`config.mk`:
```
export PLATFORM = sky130hd
export DESIGN_NAME = seg7_scan_ctrl
export DESIGN_NICKNAME = d
export VERILOG_FILES = /design/src/rtl/seg7_pkg.sv /design/src/rtl/ascii_to_seg7.sv /design/src/rtl/seg7_scan_ctrl.sv
export SDC_FILE = /design/constraint.sdc
export NUM_CORES = 1
export LEC_CHECK = 0
export ABC_CLOCK_PERIOD_IN_PS = 3700
export CORE_ASPECT_RATIO = 1.4
export CORE_MARGIN = 8
export CORE_UTILIZATION = 60
export DETAILED_ROUTE_END_ITERATION = 10
export PLACE_DENSITY = 0.77
export SLEW_MARGIN = 20
export SYNTH_ARGS = -nofsm -noshare
export SYNTH_HDL_FRONTEND = slang
export SYNTH_SLANG_ARGS = --single-unit
```
`constraint.sdc`:
```
create_clock -name clk -period 3.7 [get_ports clk]
set_clock_uncertainty 0.05 [all_clocks]
set_input_delay 0.74 -clock clk [delete_from_list [all_inputs] [get_ports clk]]
set_output_delay 0.74 -clock clk [all_outputs]
set_load 0.05 [all_outputs]
```
`src/rtl/seg7_pkg.sv`:
```
// seg7_pkg: segment codes, scan FSM states and ASCII constants shared by the seg7 scan controller
package seg7_pkg;
  localparam logic [6:0] SEG_0     = 7'h3F;
  localparam logic [6:0] SEG_1     = 7'h06;
  localparam logic [6:0] SEG_2     = 7'h5B;
  localparam logic [6:0] SEG_3     = 7'h4F;
  localparam logic [6:0] SEG_4     = 7'h66;
  localparam logic [6:0] SEG_5     = 7'h6D;
  localparam logic [6:0] SEG_6     = 7'h7D;
  localparam logic [6:0] SEG_7     = 7'h07;
  localparam logic [6:0] SEG_8     = 7'h7F;
  localparam logic [6:0] SEG_9     = 7'h6F;
  localparam logic [6:0] SEG_A     = 7'h77;
  localparam logic [6:0] SEG_B     = 7'h7C;
  localparam logic [6:0] SEG_C     = 7'h39;
  localparam logic [6:0] SEG_D     = 7'h5E;
  localparam logic [6:0] SEG_E     = 7'h79;
  localparam logic [6:0] SEG_F     = 7'h71;
  localparam logic [6:0] SEG_DASH  = 7'h40;
  localparam logic [6:0] SEG_UNDER = 7'h08;
  localparam logic [6:0] SEG_BLANK = 7'h00;
  localparam logic [7:0] ASCII_SPACE = 8'h20;
  typedef enum logic [1:0] {IDLE, SHOW, GUARD} state_t;
endpackage

```
`src/rtl/ascii_to_seg7.sv`:
```
// ascii_to_seg7: combinational ASCII to 7-segment decoder (seg[0]=a .. seg[6]=g, active high)
// Ports: ch (8-bit ASCII in), seg (7-bit segment code out), dp (decimal point, only with SEG7_DP_EN).
// SEG7_DP_EN: ch[7] becomes the decimal-point flag and ch[6:0] is decoded; otherwise 0x80-0xFF decode blank.
module ascii_to_seg7 (
  input  logic [7:0] ch,
  output logic [6:0] seg
`ifdef SEG7_DP_EN
  ,
  output logic       dp
`endif
);
  import seg7_pkg::*;
  logic [7:0] code;
`ifdef SEG7_DP_EN
  assign code = {1'b0, ch[6:0]};
  assign dp   = ch[7];
`else
  assign code = ch;
`endif
  always_comb
    case (code)
      8'h30:        seg = SEG_0;
      8'h31:        seg = SEG_1;
      8'h32:        seg = SEG_2;
      8'h33:        seg = SEG_3;
      8'h34:        seg = SEG_4;
      8'h35:        seg = SEG_5;
      8'h36:        seg = SEG_6;
      8'h37:        seg = SEG_7;
      8'h38:        seg = SEG_8;
      8'h39:        seg = SEG_9;
      8'h41, 8'h61: seg = SEG_A;
      8'h42, 8'h62: seg = SEG_B;
      8'h43, 8'h63: seg = SEG_C;
      8'h44, 8'h64: seg = SEG_D;
      8'h45, 8'h65: seg = SEG_E;
      8'h46, 8'h66: seg = SEG_F;
      8'h2D:        seg = SEG_DASH;
      8'h5F:        seg = SEG_UNDER;
      default:      seg = SEG_BLANK;
    endcase
endmodule

```
`src/rtl/seg7_scan_ctrl.sv`:
```
// seg7_scan_ctrl: multiplexed 7-segment scan controller with double-buffered ASCII text and guard blanking
// Ports: clk, rst_n (async active-low); enable (low forces blank); write port wr_valid/wr_ready/wr_addr/
// wr_char/wr_commit (commit copies shadow to active at the next frame boundary); seg, dig_en (one-hot),
// frame_done (pulse as the last digit's slot ends); seg_dp only when SEG7_DP_EN is defined.
module seg7_scan_ctrl #(
  parameter  int NUM_DIGITS  = 4,
  parameter  int REFRESH_DIV = 1000,
  parameter  int GUARD_CYC   = 4,
  localparam int AW          = $clog2(NUM_DIGITS)
) (
  input  logic                  clk,
  input  logic                  rst_n,
  input  logic                  enable,
  input  logic                  wr_valid,
  output logic                  wr_ready,
  input  logic [AW-1:0]         wr_addr,
  input  logic [7:0]            wr_char,
  input  logic                  wr_commit,
  output logic [6:0]            seg,
`ifdef SEG7_DP_EN
  output logic                  seg_dp,
`endif
  output logic [NUM_DIGITS-1:0] dig_en,
  output logic                  frame_done
);
  import seg7_pkg::*;
  localparam int CW = $clog2(REFRESH_DIV);
  localparam logic [CW-1:0] SHOW_LAST = CW'(REFRESH_DIV - GUARD_CYC - 1);
  localparam logic [CW-1:0] GUARD_LAST = CW'(GUARD_CYC - 1);
  localparam logic [AW-1:0] LAST_IDX = AW'(NUM_DIGITS - 1);
  localparam logic [NUM_DIGITS-1:0] ONE = NUM_DIGITS'(1);
`ifdef SEG7_DP_EN
  localparam int DW = 8;
`else
  localparam int DW = 7;
`endif
  state_t          state;
  logic [AW-1:0]   idx, nidx;
  logic [CW-1:0]   cnt;
  logic [7:0]      active [NUM_DIGITS];
  logic [7:0]      shadow [NUM_DIGITS];
  logic            pending, show_end, guard_end, wrap, commit_now;
  logic [7:0]      char_sel;
  logic [6:0]      dec_seg;
  logic [DW-1:0]   dec_word, disp;
`ifdef SEG7_DP_EN
  logic            dec_dp;
  ascii_to_seg7 u_dec (.ch(char_sel), .seg(dec_seg), .dp(dec_dp));
  assign dec_word      = {dec_dp, dec_seg};
  assign {seg_dp, seg} = disp;
`else
  ascii_to_seg7 u_dec (.ch(char_sel), .seg(dec_seg));
  assign dec_word = dec_seg;
  assign seg      = disp;
`endif
  // nidx is the digit shown after the next SHOW entry; a commit landing on that same edge must be
  // decoded from shadow so the first digit of the new frame already shows the new text.
  always_comb begin
    show_end   = state == SHOW && cnt == SHOW_LAST;
    guard_end  = state == GUARD && cnt == GUARD_LAST;
    wrap       = guard_end && idx == LAST_IDX;
    nidx       = state == GUARD ? (idx == LAST_IDX ? '0 : idx + AW'(1)) : (state == IDLE ? '0 : idx);
    commit_now = pending && (state == IDLE || (enable && wrap));
    char_sel   = commit_now ? shadow[nidx] : active[nidx];
  end
  always_ff @(posedge clk or negedge rst_n)
    if (!rst_n) begin
      state      <= IDLE;
      idx        <= '0;
      cnt        <= '0;
      disp       <= '0;
      dig_en     <= '0;
      frame_done <= 1'b0;
      wr_ready   <= 1'b1;
      pending    <= 1'b0;
      for (int i = 0; i < NUM_DIGITS; i++) begin
        active[i] <= ASCII_SPACE;
        shadow[i] <= ASCII_SPACE;
      end
    end else begin
      frame_done <= 1'b0;
      if (wr_valid && wr_ready) begin
        if (wr_commit) begin
          pending  <= 1'b1;
          wr_ready <= 1'b0;
        end else if (int'(wr_addr) < NUM_DIGITS)
          shadow[wr_addr] <= wr_char;
      end
      if (commit_now) begin
        for (int i = 0; i < NUM_DIGITS; i++) active[i] <= shadow[i];
        pending  <= 1'b0;
        wr_ready <= 1'b1;
      end
      if (!enable) begin
        state  <= IDLE;
        idx    <= '0;
        cnt    <= '0;
        disp   <= '0;
        dig_en <= '0;
      end else
        case (state)
          IDLE, GUARD:
            if (state == IDLE || guard_end) begin
              state      <= SHOW;
              idx        <= nidx;
              cnt        <= '0;
              disp       <= dec_word;
              dig_en     <= ONE << nidx;
              frame_done <= wrap;
            end else
              cnt <= cnt + CW'(1);
          SHOW:
            if (show_end) begin
              state  <= GUARD;
              cnt    <= '0;
              disp   <= '0;
              dig_en <= '0;
            end else
              cnt <= cnt + CW'(1);
          default: state <= IDLE;
        endcase
    end
endmodule

```
==> flow_summary.ini <==
[status]
status = finished clean

[detailed_routing]
ant_nets = 0
routedWlPerCell_um = 18.60
via_per_inst = 6.339
drt_iter0_markers = 393
drc = 0
wl_um = 12400
num_vias = 4228
drtPass1Iterations = 5

[finish]
final-seq-area_mm2 = 0.002313
drive_gt1_frac = 0.1735
fin_util = 0.7047
diodes = 0
finalNonFillerCells = 667
nFillCells = 664
multi_input_area_mm2 = 0.002512
final_cell_area_mm2 = 0.005708
syn_to_final_growth_pct = 14.36
num-nets-final = 577

[critical_path]
critPathKind = reg2reg
critPathTopFamily = compound AO/OA/AOI/OAI gates
r2r_setup_slack_ps = 330
crit_buf_inv = 0
startpoint = idx[0]$_DFFE_PN0P_
cp.arrival_ps = 3600
crit_top_cell = o21ai_2
crit_chain = ha_1, nand3b_4, a311oi_1, a32oi_2, mux2_4, or3b_4, a21boi_1, o21ai_2, and3b_1, o21ai_2
critPathMaxStageDelay_ps = 490
critPathMaxFanout = 33
slowest_stage = a311oi_1
timing.rr.start = idx[0]$_DFFE_PN0P_
critPathCaptureType = flop
crit_path_start_kind = flop
worstPathRequired_ps = 3920

[yosys]
synth.area.top_cells = dfrtp_1 (42%), nand2_1 (11%), mux2_2 (7.9%), dfstp_2 (4.7%), o21ai_0 (4.2%)
yosysTopAreaCell = dfrtp_1
syn_inst = 532
ys.warnings.count = 0
synth_ff_type = dfrtp_1
synth_fp_nets = 549
synth_seq_cells = 92
ys_async_sr_fraction = 1.000
synth_top_area_frac = 0.4161
synth.distinct_cells = 65
synth_seq_area_share = 0.4635
synth_area_per_cell_um2 = 9.382
netlist_area_mm2 = 0.004991
synth_edf_count = 0

[power_and_ir_drop]
vdd_ir_drop_max_uv = 520.0
powerDensity_mw_per_mm2 = 832.1
p_leak_nw = 2.489

[timing]
finalCritPeriodShare = 0.9119
rsz0062_at_grt = no
relSlewSlack = 0.4477
fmax_ghz = 0.2964
worst_pin_slew_ps = 824.6
finalMaxSlewViolations = 0
tns_ps = 0
finalSetupViolations = 0
fin_crit_ps = 3374
hold_viol_final = 0

[clocking]
cts_root_buf = clkbuf_16
numCtsBuffers = 9
h-tree-depth = 3
clkLatencyLatePin_ps = 350
post-cts-setup-buffer-count = 0
cts_tree = built
cts_sinks = 92
clk_pin_slew_ps = 70
clockBufferDepth = 2

[floorplan]
die_w_um = 93.08
rows = 39
coreArea_mm2 = 0.008100
ios = 28
die_h_um = 123.9
initial_utilization = 0.6162
die-area_mm2 = 0.01153

[job]
drv_cap = 0

[placed_design]
placedCellCount = 651
io_buffers = 27
postPlaceCellArea_mm2 = 0.005385
dp_hpwl_um = 8390
place.gp.congestion = 0.8683

[global_routing]
track_usage = 0.2278
grt_max_degree = 51
grt_overflow = 0
grt_pass1_wl_um = 20800
antenna_found_initial = 0
grt_pass1_vias = 4206

[min_path]
holdCritPathClass = in2async
==> cell usage in the layout, fill, tap and decap left out, drive strengths merged, types with 4 or more instances in the layout <==
| cell type | instances |
|---|---|
| a21oi | 12 |
| a311oi | 17 |
| a32o | 4 |
| a32oi | 14 |
| and2 | 6 |
| buf | 22 |
| clkbuf | 9 |
| clkdlybuf4s50 | 26 |
| dfrtp | 83 |
| dfstp | 9 |
| inv | 4 |
| mux2 | 36 |
| nand2 | 140 |
| nand3 | 31 |
| nand3b | 5 |
| nor2 | 19 |
| nor2b | 6 |
| nor3 | 4 |
| o211ai | 4 |
| o21ai | 48 |
| o31ai | 5 |
| o41ai | 4 |
| xor2 | 5 |
==> flip-flops by register name, indices dropped and copies added, names as in the netlist <==
| name | count |
|---|---|
| seg | 7 |
| pending | 1 |
| cnt | 10 |
| shadow | 32 |
| wr_ready | 1 |
| state | 2 |
| dig_en | 4 |
| frame_done | 1 |
| active | 32 |
| idx | 2 |
==> cells by family after synthesis <==
kind of cell               synth area share
xor gates and xnor gates            0.01053
buffers and inverters               0.03334
muxes                               0.08599
AOI/OAI and AO/OA                    0.1815
adders and majority gates          0.005013
DFF                                  0.4635
and+or+nand+nor                      0.2201
==> worst reg2reg max path: cells and delay by family (launching register included) <==
kind	cells	cell delay [ps]
simple gates	3	980
mux	1	360
flops	1	440
fa+ha+maj	1	370
compound gates	5	1100
==> layout make-up <==
| type | instances | area share |
|---|---|---|
| clock buffer | 9 | 0.03946 |
| clock inverter | 7 | 0.01688 |
| timing repair buffer | 48 | 0.07453 |
| tap | 102 | 0.02236 |
| multi-input combinational | 407 | 0.4402 |
| sequential | 92 | 0.4053 |
| inverter | 2 | 0.001315 |
==> synthesized netlist by cell type, types with 5 or more instances <==
master / n
dfrtp_1: 83
nor2_1: 19
a32oi_1: 12
a311oi_1: 17
nor2b_1: 6
a21oi_1: 12
and2_1: 6
dfstp_2: 9
xor2_1: 5
o21ai_0: 42
nand2_1: 140
nand3_1: 31
clkbuf_1: 14
buf_2: 9
mux2_2: 35
o31ai_1: 5
==> metrics by stage <==
stage	total power, mW	worst slack [ps]	hold WS [ps]
floorplan	3.176	835.6	382.2
global placement	3.661	360.2	390.1
detailed placement	3.726	253.5	392.7
CTS	4.741	238.6	383.4
global route	5.056	97.17	400.1
finish	4.750	326.0	361.8
==> routing by layer <==
layer | global-route usage | up-vias | wire length, um | part of all wire
met4 | 0.1031 | 0 | 274 | 0.022
met2 | 0.3874 | 153 | 6386 | 0.51
met1 | 0.2740 | 2069 | 5069 | 0.41
met5 | 0 | - | 0 | 0
met3 | 0.04403 | 20 | 674 | 0.054
li1 | - | 1986 | - | -
==> repair_timing <==
action | in CTS | in global routing
hold buffers | 0 | 0
setup endpoints to repair | 0 | 2
hold endpoints to repair | 0 | 0
resized for setup | 0 | 1
==> worst paths after layout <==
check | end | cells after the start
min in group clk | active[5]$_DFFE_PN1N_ | 2
max reg2reg | seg[3]$_DFFE_PN0P_ | 10
min | seg[5]$_DFFE_PN0P_ | 1
max in group asynchronous | shadow[24]$_DFFE_PN0P_ | 2
max | seg[3]$_DFFE_PN0P_ | 10
min reg2reg | active[5]$_DFFE_PN1N_ | 2
==> where the power goes <==
group	leakage [nW]	internal, mW	switching, mW
clock	0.160	0.596	0.411
sequential	1.16	1.42	0.270
combinational	1.16	0.813	1.24
No activity file was read; power rests on OpenSTA's default activity.
